`src/rtl/mem_arbiter.sv`:
```
`default_nettype none
// ============================================================================
// Module   : mem_arbiter
// Purpose  : Shares one tagged memory port among N_CH device channels.
//            Round-robin selection among eligible channels. The selection
//            is locked until memory accepts the request. An owner table
//            indexed by tag routes each memory answer back to the channel
//            that issued it.
// Ports    : clk, rst_n           - clock, asynchronous active-low reset
//            ch_qry_cmd/blk/idx   - per-channel request (cmd 0=NONE,1=LOAD,2=STORE)
//            ch_ack               - per-channel acceptance tag (nonzero = accepted)
//            ch_ans_blk/ch_ans_tag- per-channel answer (tag nonzero = valid)
//            mem_qry_cmd/blk/idx  - query presented to memory
//            mem_ack              - memory acceptance tag
//            mem_ans_blk/tag      - memory answer
//            err_tag              - sticky: answer for a tag with no owner
// Revision : 1.0 - initial release
// ============================================================================
module mem_arbiter #(
  parameter int N_CH    = 2,
  parameter int BLK_W   = 64,
  parameter int IDX_W   = 29,
  parameter int TAG_W   = 4,
  parameter int MAX_OUT = 8
) (
  input  logic                        clk,
  input  logic                        rst_n,
  input  logic [N_CH-1:0][1:0]        ch_qry_cmd,
  input  logic [N_CH-1:0][BLK_W-1:0]  ch_qry_blk,
  input  logic [N_CH-1:0][IDX_W-1:0]  ch_qry_idx,
  output logic [N_CH-1:0][TAG_W-1:0]  ch_ack,
  output logic [N_CH-1:0][BLK_W-1:0]  ch_ans_blk,
  output logic [N_CH-1:0][TAG_W-1:0]  ch_ans_tag,
  output logic [1:0]                  mem_qry_cmd,
  output logic [BLK_W-1:0]            mem_qry_blk,
  output logic [IDX_W-1:0]            mem_qry_idx,
  input  logic [TAG_W-1:0]            mem_ack,
  input  logic [BLK_W-1:0]            mem_ans_blk,
  input  logic [TAG_W-1:0]            mem_ans_tag,
  output logic                        err_tag
);

  localparam int c_ch_w   = (N_CH > 1) ? $clog2(N_CH) : 1;
  localparam int c_n_tags = 2 ** TAG_W;
  localparam int c_cnt_w  = $clog2(MAX_OUT + 1);
  localparam logic [c_cnt_w-1:0] c_max_out = c_cnt_w'(MAX_OUT);
  localparam logic [c_ch_w-1:0]  c_last_ch = c_ch_w'(N_CH - 1);

  localparam logic [0:0] c_st_idle   = 1'b0;
  localparam logic [0:0] c_st_locked = 1'b1;

  logic [0:0]          r_state;
  logic [c_ch_w-1:0]   r_grant;
  logic [c_ch_w-1:0]   r_rr_ptr;
  logic [c_n_tags-1:0] r_valid;
  logic [c_ch_w-1:0]   r_owner [c_n_tags];
  logic [c_cnt_w-1:0]  r_cnt   [N_CH];
  logic                r_err;

  logic [N_CH-1:0]     w_elig;
  logic                w_win_found;
  logic [c_ch_w-1:0]   w_win;
  logic [c_ch_w-1:0]   w_cand;
  logic                w_q_valid;
  logic [c_ch_w-1:0]   w_owner;
  logic                w_acc;
  logic                w_hit;
  logic [c_ch_w-1:0]   w_ans_owner;

  for (genvar gi = 0; gi < N_CH; gi++) begin : g_elig
    assign w_elig[gi] = (ch_qry_cmd[gi] != 2'd0) && (r_cnt[gi] < c_max_out);
  end

  // Scan from the highest offset down so the channel closest to r_rr_ptr
  // is the last assignment and wins.
  always_comb begin
    w_win_found = 1'b0;
    w_win       = '0;
    w_cand      = '0;
    for (int k = N_CH - 1; k >= 0; k--) begin
      w_cand = c_ch_w'((int'(r_rr_ptr) + k) % N_CH);
      if (w_elig[w_cand]) begin
        w_win_found = 1'b1;
        w_win       = w_cand;
      end
    end
  end

  // In LOCKED, a granted channel that dropped its command leaves no query
  // on the port. Any mem_ack in that cycle is then ignored.
  assign w_q_valid = (r_state == c_st_idle) ? w_win_found
                                            : (ch_qry_cmd[r_grant] != 2'd0);
  assign w_owner   = (r_state == c_st_idle) ? w_win : r_grant;
  assign w_acc     = rst_n && w_q_valid && (mem_ack != '0);
  assign w_hit     = rst_n && (mem_ans_tag != '0) && r_valid[mem_ans_tag];
  assign w_ans_owner = r_owner[mem_ans_tag];

  assign mem_qry_cmd = (rst_n && w_q_valid) ? ch_qry_cmd[w_owner] : 2'd0;
  assign mem_qry_blk = (rst_n && w_q_valid) ? ch_qry_blk[w_owner] : '0;
  assign mem_qry_idx = (rst_n && w_q_valid) ? ch_qry_idx[w_owner] : '0;
  assign err_tag     = r_err;

  always_comb begin
    ch_ack     = '0;
    ch_ans_tag = '0;
    ch_ans_blk = '0;
    if (w_acc) begin
      ch_ack[w_owner] = mem_ack;
    end
    if (w_hit) begin
      ch_ans_tag[w_ans_owner] = mem_ans_tag;
      ch_ans_blk[w_ans_owner] = mem_ans_blk;
    end
  end

  always_ff @(posedge clk or negedge rst_n) begin
    if (!rst_n) begin
      r_state  <= c_st_idle;
      r_grant  <= '0;
      r_rr_ptr <= '0;
      r_valid  <= '0;
      r_err    <= 1'b0;
    end else begin
      case (r_state)
        c_st_idle: begin
          if (w_win_found && (mem_ack == '0)) begin
            r_state <= c_st_locked;
            r_grant <= w_win;
          end
        end
        default: begin
          if (w_acc || (ch_qry_cmd[r_grant] == 2'd0)) begin
            r_state <= c_st_idle;
          end
        end
      endcase

      if (w_acc) begin
        r_rr_ptr <= (w_owner == c_last_ch) ? '0 : w_owner + c_ch_w'(1);
      end

      // Answer clears first so an ack reusing the same tag this cycle
      // leaves the entry valid.
      if (w_hit) begin
        r_valid[mem_ans_tag] <= 1'b0;
      end
      if (w_acc) begin
        r_valid[mem_ack] <= 1'b1;
      end

      if ((mem_ans_tag != '0) && !r_valid[mem_ans_tag]) begin
        r_err <= 1'b1;
      end
    end
  end

  // Owner entries are only meaningful while the matching valid bit is set.
  always_ff @(posedge clk) begin
    if (w_acc) begin
      r_owner[mem_ack] <= w_owner;
    end
  end

  always_ff @(posedge clk or negedge rst_n) begin
    if (!rst_n) begin
      for (int i = 0; i < N_CH; i++) begin
        r_cnt[i] <= '0;
      end
    end else begin
      for (int i = 0; i < N_CH; i++) begin
        if (w_acc && (w_owner == c_ch_w'(i)) &&
            !(w_hit && (w_ans_owner == c_ch_w'(i)))) begin
          if (r_cnt[i] < c_max_out) begin
            r_cnt[i] <= r_cnt[i] + c_cnt_w'(1);
          end
        end else if (w_hit && (w_ans_owner == c_ch_w'(i)) &&
                     !(w_acc && (w_owner == c_ch_w'(i)))) begin
          if (r_cnt[i] != '0) begin
            r_cnt[i] <= r_cnt[i] - c_cnt_w'(1);
          end
        end
      end
    end
  end

endmodule
`default_nettype wire

```
`config.mk`:
```
export PLATFORM = sky130hd
export DESIGN_NAME = mem_arbiter
export DESIGN_NICKNAME = d
export VERILOG_FILES = /design/src/rtl/mem_arbiter.sv
export SDC_FILE = /design/constraint.sdc
export NUM_CORES = 1
export LEC_CHECK = 0
export BUFFER_PORTS_ARGS = -buffer_cell sky130_fd_sc_hd__buf_4
export CAP_MARGIN = 20
export CORE_AREA = 2 2 198 200
export DETAILED_ROUTE_END_ITERATION = 8
export DIE_AREA = 0 0 200 202
export SLEW_MARGIN = 20
export SYNTH_ARGS = -nofsm -noshare
export SYNTH_HDL_FRONTEND = slang
export SYNTH_SLANG_ARGS = --single-unit
```
`constraint.sdc`:
```
create_clock -name clk -period 3.3 [get_ports clk]
set_input_delay 0.165 -clock clk [delete_from_list [all_inputs] [get_ports clk]]
set_output_delay 0.165 -clock clk [all_outputs]
set_load 0.03 [all_outputs]
```
==> report_table.html <==
<table>
<tr><th>Metric</th><th>Value</th></tr>
<tr><th colspan="2">Status</th></tr>
<tr><td>Status</td><td>complete, no violations</td></tr>
<tr><th colspan="2">Logic synthesis</th></tr>
<tr><td>Flip-flop and latch count after synthesis</td><td>44</td></tr>
<tr><td>Number of nets in the synthesized netlist</td><td>979</td></tr>
<tr><td>Main flop type after synthesis</td><td>sky130_fd_sc_hd__dfrtp_1</td></tr>
<tr><td>Synthesized instance count</td><td>707</td></tr>
<tr><td>Synthesized cell area</td><td>4720 µm²</td></tr>
<tr><td>Number of enable flip-flop cells after synthesis</td><td>16</td></tr>
<tr><td>Proportion of register bits with asynchronous set or reset after synthesis</td><td>0.6364</td></tr>
<tr><td>Share of synthesized area occupied by flip-flops and latches</td><td>0.2503</td></tr>
<tr><td>Number of distinct library cells after synthesis</td><td>53</td></tr>
<tr><td>Synth warn</td><td>0</td></tr>
<tr><td>Average instance area after synthesis</td><td>6.675 µm²</td></tr>
<tr><th colspan="2">Pwr</th></tr>
<tr><td>Peak supply drop</td><td>0.5321 mV</td></tr>
<tr><td>Total Power</td><td>5000 µW</td></tr>
<tr><td>Internal power component</td><td>2320 µW</td></tr>
<tr><td>Sequential power share</td><td>0.173</td></tr>
<tr><td>Switching part of the total</td><td>0.5359</td></tr>
<tr><td>Pwr Density</td><td>550.2 nW/µm²</td></tr>
<tr><td>Switching component of the power</td><td>2679 µW</td></tr>
<tr><td>Relative contribution of combinational cells to total power</td><td>0.730</td></tr>
<tr><td>Total leakage power</td><td>0.004942 µW</td></tr>
<tr><td>Clock network fraction of design power</td><td>0.096</td></tr>
<tr><th colspan="2">STA</th></tr>
<tr><td>Skew final</td><td>6.980 ps</td></tr>
<tr><td>Transition at the pin with the smallest max-transition slack</td><td>922.1 ps</td></tr>
<tr><td>Sum of negative setup slack</td><td>0 ps</td></tr>
<tr><td>Final hold vios</td><td>0</td></tr>
<tr><td>Shortest clock period the worst path allows after layout</td><td>2970 ps</td></tr>
<tr><td>Max Clk Rate</td><td>336.7 MHz</td></tr>
<tr><td>Setup repair after global routing missed its margin</td><td>false</td></tr>
<tr><td>Period Utilization, post-route</td><td>0.9000</td></tr>
<tr><td>Headroom to the max-slew limit</td><td>0.3853</td></tr>
<tr><td>Final count of negative-setup-slack endpoints</td><td>0</td></tr>
<tr><td>Hold slack</td><td>285.4 ps</td></tr>
<tr><td>Fin. max-slew vios</td><td>0</td></tr>
<tr><th colspan="2">Layout</th></tr>
<tr><td>Most frequent standard cell in the layout excluding fill and tap cells</td><td>sky130_fd_sc_hd__buf_4</td></tr>
<tr><td># fillers</td><td>4297</td></tr>
<tr><td>Fraction of final layout cells sized beyond drive strength 1</td><td>0.4607</td></tr>
<tr><td>Nets</td><td>1428</td></tr>
<tr><td>Area added between synthesis and finish</td><td>92.55%</td></tr>
<tr><td>Most frequent cells in the layout</td><td>sky130_fd_sc_hd__buf_4, sky130_fd_sc_hd__nand2_1, sky130_fd_sc_hd__and3_1, sky130_fd_sc_hd__a21oi_1, sky130_fd_sc_hd__o21ai_0</td></tr>
<tr><th colspan="2">Global routing</th></tr>
<tr><td>Via count of the first global-routing pass</td><td>6564</td></tr>
<tr><td>Global-route congestion overflow total</td><td>0</td></tr>
<tr><td>Global-route usage over all layers</td><td>0.1444</td></tr>
<tr><td>Wire length of the first global-routing pass</td><td>42.88 mm</td></tr>
<tr><td>Pin count of the biggest net entering global routing</td><td>135</td></tr>
<tr><td>Antenna violations before repair</td><td>6</td></tr>
<tr><th colspan="2">Detailed routing</th></tr>
<tr><td>Detail-routed net length per standard cell</td><td>18.76 µm</td></tr>
<tr><td>Detail-routed via count per cell</td><td>4.154</td></tr>
<tr><td>Number of nets with antenna violations after routing</td><td>0</td></tr>
<tr><td>Wire length reported by the detailed router</td><td>31.49 mm</td></tr>
<tr><td>Drt drc</td><td>0</td></tr>
<tr><td>DR vias</td><td>6975</td></tr>
<tr><td>Pre-antenna DRT Iters</td><td>5</td></tr>
<tr><td>Starting DRC count in detailed routing</td><td>457</td></tr>
<tr><th colspan="2">Worst setup path</th></tr>
<tr><td>Critical-path maximum fanout</td><td>134</td></tr>
<tr><td>CP arrival</td><td>2810 ps</td></tr>
<tr><td>Type of the worst setup path</td><td>in2out</td></tr>
<tr><td>CP Capture Type</td><td>primary output</td></tr>
<tr><td>Startpoint kind of the worst setup timing path</td><td>primary input</td></tr>
<tr><td>Data required time at the worst endpoint</td><td>3130 ps</td></tr>
<tr><th colspan="2">Placement</th></tr>
<tr><td>Port bufs</td><td>503</td></tr>
<tr><td>Detailed placer's ending HPWL</td><td>26.97 mm</td></tr>
<tr><td>Weighted congestion at the end of routability-driven global placement</td><td>0.8732</td></tr>
<tr><th colspan="2">Die</th></tr>
<tr><td>Cell row count</td><td>72</td></tr>
<tr><td>Floorplan die height</td><td>202 µm</td></tr>
<tr><td>Die span in x</td><td>200 µm</td></tr>
<tr><td>Number of ports placed on the die boundary</td><td>504</td></tr>
<tr><td>Total die area</td><td>40400 µm²</td></tr>
<tr><td>Core area</td><td>38290 µm²</td></tr>
<tr><td>Starting utilization of the core area</td><td>0.1233</td></tr>
<tr><th colspan="2">Clock tree</th></tr>
<tr><td>CTS tree</td><td>built</td></tr>
<tr><td>H-tree level count</td><td>2</td></tr>
<tr><td>CTS clock-pin slew for the worst setup and hold paths</td><td>60 ps</td></tr>
<tr><td>Total CTS buffers</td><td>5</td></tr>
<tr><td>Number of sinks on the clock net</td><td>44</td></tr>
<tr><td>Post-CTS Setup Bufs</td><td>0</td></tr>
<tr><td>Insertion delay to the later sink of the worst-skew pair</td><td>290 ps</td></tr>
<tr><td>Number of buffers between clock root and the deepest sink</td><td>2</td></tr>
<tr><td>Root Buffer Master</td><td>sky130_fd_sc_hd__clkbuf_16</td></tr>
<tr><th colspan="2">Flow run</th></tr>
<tr><td># Max-Cap Violations</td><td>0</td></tr>
<tr><th colspan="2">Min path</th></tr>
<tr><td>Worst hold-check path type</td><td>in2reg</td></tr>
</table>
[final cells by class]
class                           count  area, µm²  area share
Clock inverter                      3      18.77    0.002065
Clock buffer                        5      125.1     0.01377
Multi-Input combinational cell    587       3196      0.3516
Sequential cell                    44       1181      0.1300
Timing Repair Buffer              512       3884      0.4274
Inverter                            6      25.02    0.002754
Tap cell                          518      648.1     0.07132
Antenna cell                        4      10.01    0.001101
[worst max-delay path, cell delays in order]
cell and delay (ps):
sky130_fd_sc_hd__dlygate4sd3_1 530, sky130_fd_sc_hd__buf_4 280, sky130_fd_sc_hd__nand2b_1 100, sky130_fd_sc_hd__a221oi_2 230, sky130_fd_sc_hd__nand3_1 170, sky130_fd_sc_hd__nand2_4 110
sky130_fd_sc_hd__buf_4 700, sky130_fd_sc_hd__and3_1 290, sky130_fd_sc_hd__buf_4 170
[state kept, by name, indices dropped and copies added, names as in the netlist]
name,flops
err_tag,1
r_cnt,8
r_valid,16
r_owner,16
r_state,1
r_rr_ptr,1
r_grant,1
[cell usage after synthesis, drive strengths merged (2+ instances only)]
| cell | n | area, µm² |
|---|---|---|
| mux4 | 4 | 93.84 |
| or3 | 2 | 12.51 |
| nand3b | 4 | 33.78 |
| or4 | 2 | 15.01 |
| nor2 | 24 | 90.09 |
| a21oi | 99 | 495.5 |
| mux2 | 2 | 22.52 |
| nor2b | 2 | 12.51 |
| or2 | 2 | 12.51 |
| o31ai | 5 | 37.54 |
| ha | 6 | 75.07 |
| mux2i | 8 | 80.08 |
| nor3 | 4 | 20.02 |
| a22oi | 4 | 30.03 |
| a21o | 2 | 15.01 |
| inv | 6 | 22.52 |
| xnor2 | 7 | 61.31 |
| and3 | 142 | 888.4 |
| nand4 | 2 | 18.77 |
| edfxtp | 16 | 480.5 |
| o21ai | 31 | 155.2 |
| dfrtp | 28 | 700.7 |
| clkbuf | 47 | 181.4 |
| fa | 2 | 40.04 |
| buf | 23 | 151.4 |
| nand3 | 7 | 35.03 |
| nand2b | 5 | 31.28 |
| a211oi | 2 | 15.01 |
| nand2 | 204 | 768.2 |
[metal layers]
layer  global-route usage  vias up  part of all wire
met5                    0        -                 0
met4              0.03439        0             0.022
met3              0.02937       29             0.090
met2               0.2813      402              0.53
met1               0.1566     3206              0.36
li1                     -     3338                 -
[cell families after synthesis]
| family | synth area share |
|---|---|
| simple gates | 0.4176 |
| xor+xnor | 0.01485 |
| fa+ha+maj | 0.02439 |
| flops | 0.2503 |
| compound gates | 0.1752 |
| other cells | 0.0007946 |
| mux | 0.04162 |
| buf+inv | 0.07529 |
[power groups by stage]
stage	Clock, µW	Combinational [µW]	Sequential (µW)
6_report	481	3650	866
5_1_grt	513	3940	886
4_1_cts	488	3690	866
3_5_place_dp	0	3680	874
3_3_place_gp	0	3630	869
2_1_floorplan	0	2290	838
[final timing paths]
check / to / slack [ps] / depth (start not counted) / start
max in group asynchronous: r_valid[10] / 2520 / 3 / rst_n
worst min-delay path: r_valid[12] / 290 / 3 / mem_ans_tag[1]
worst max-delay path: ch_ans_blk[81] / 330 / 9 / rst_n
worst max register to register: r_cnt[7] / 470 / 13 / r_cnt[7]
worst min register to register: r_valid[0] / 390 / 0 / r_valid[0]
min in group asynchronous: r_cnt[4] / 310 / 2 / rst_n
[metrics by stage]
stage | cells | cell area (µm²) | setup WS, ps | utilization
2_1_floorplan | 707 | 4720 | 208.3 | -
3_3_place_gp | 1666 | 8924 | 366.2 | 0.2331
4_1_cts | 1675 | 9077 | 369.1 | 0.2371
5_1_grt | 1678 | 9085 | 70.22 | 0.2373
3_5_place_dp | 1666 | 8924 | 340.9 | 0.2331
6_report | 1679 | 9087 | 330.0 | 0.2374
[repair_timing]
item / CTS / global route
hold endpoints to repair: 14 / 0
gates resized for setup: 0 / 0
hold buffers: 1 / 0
No activity file was read; power rests on OpenSTA's default activity.
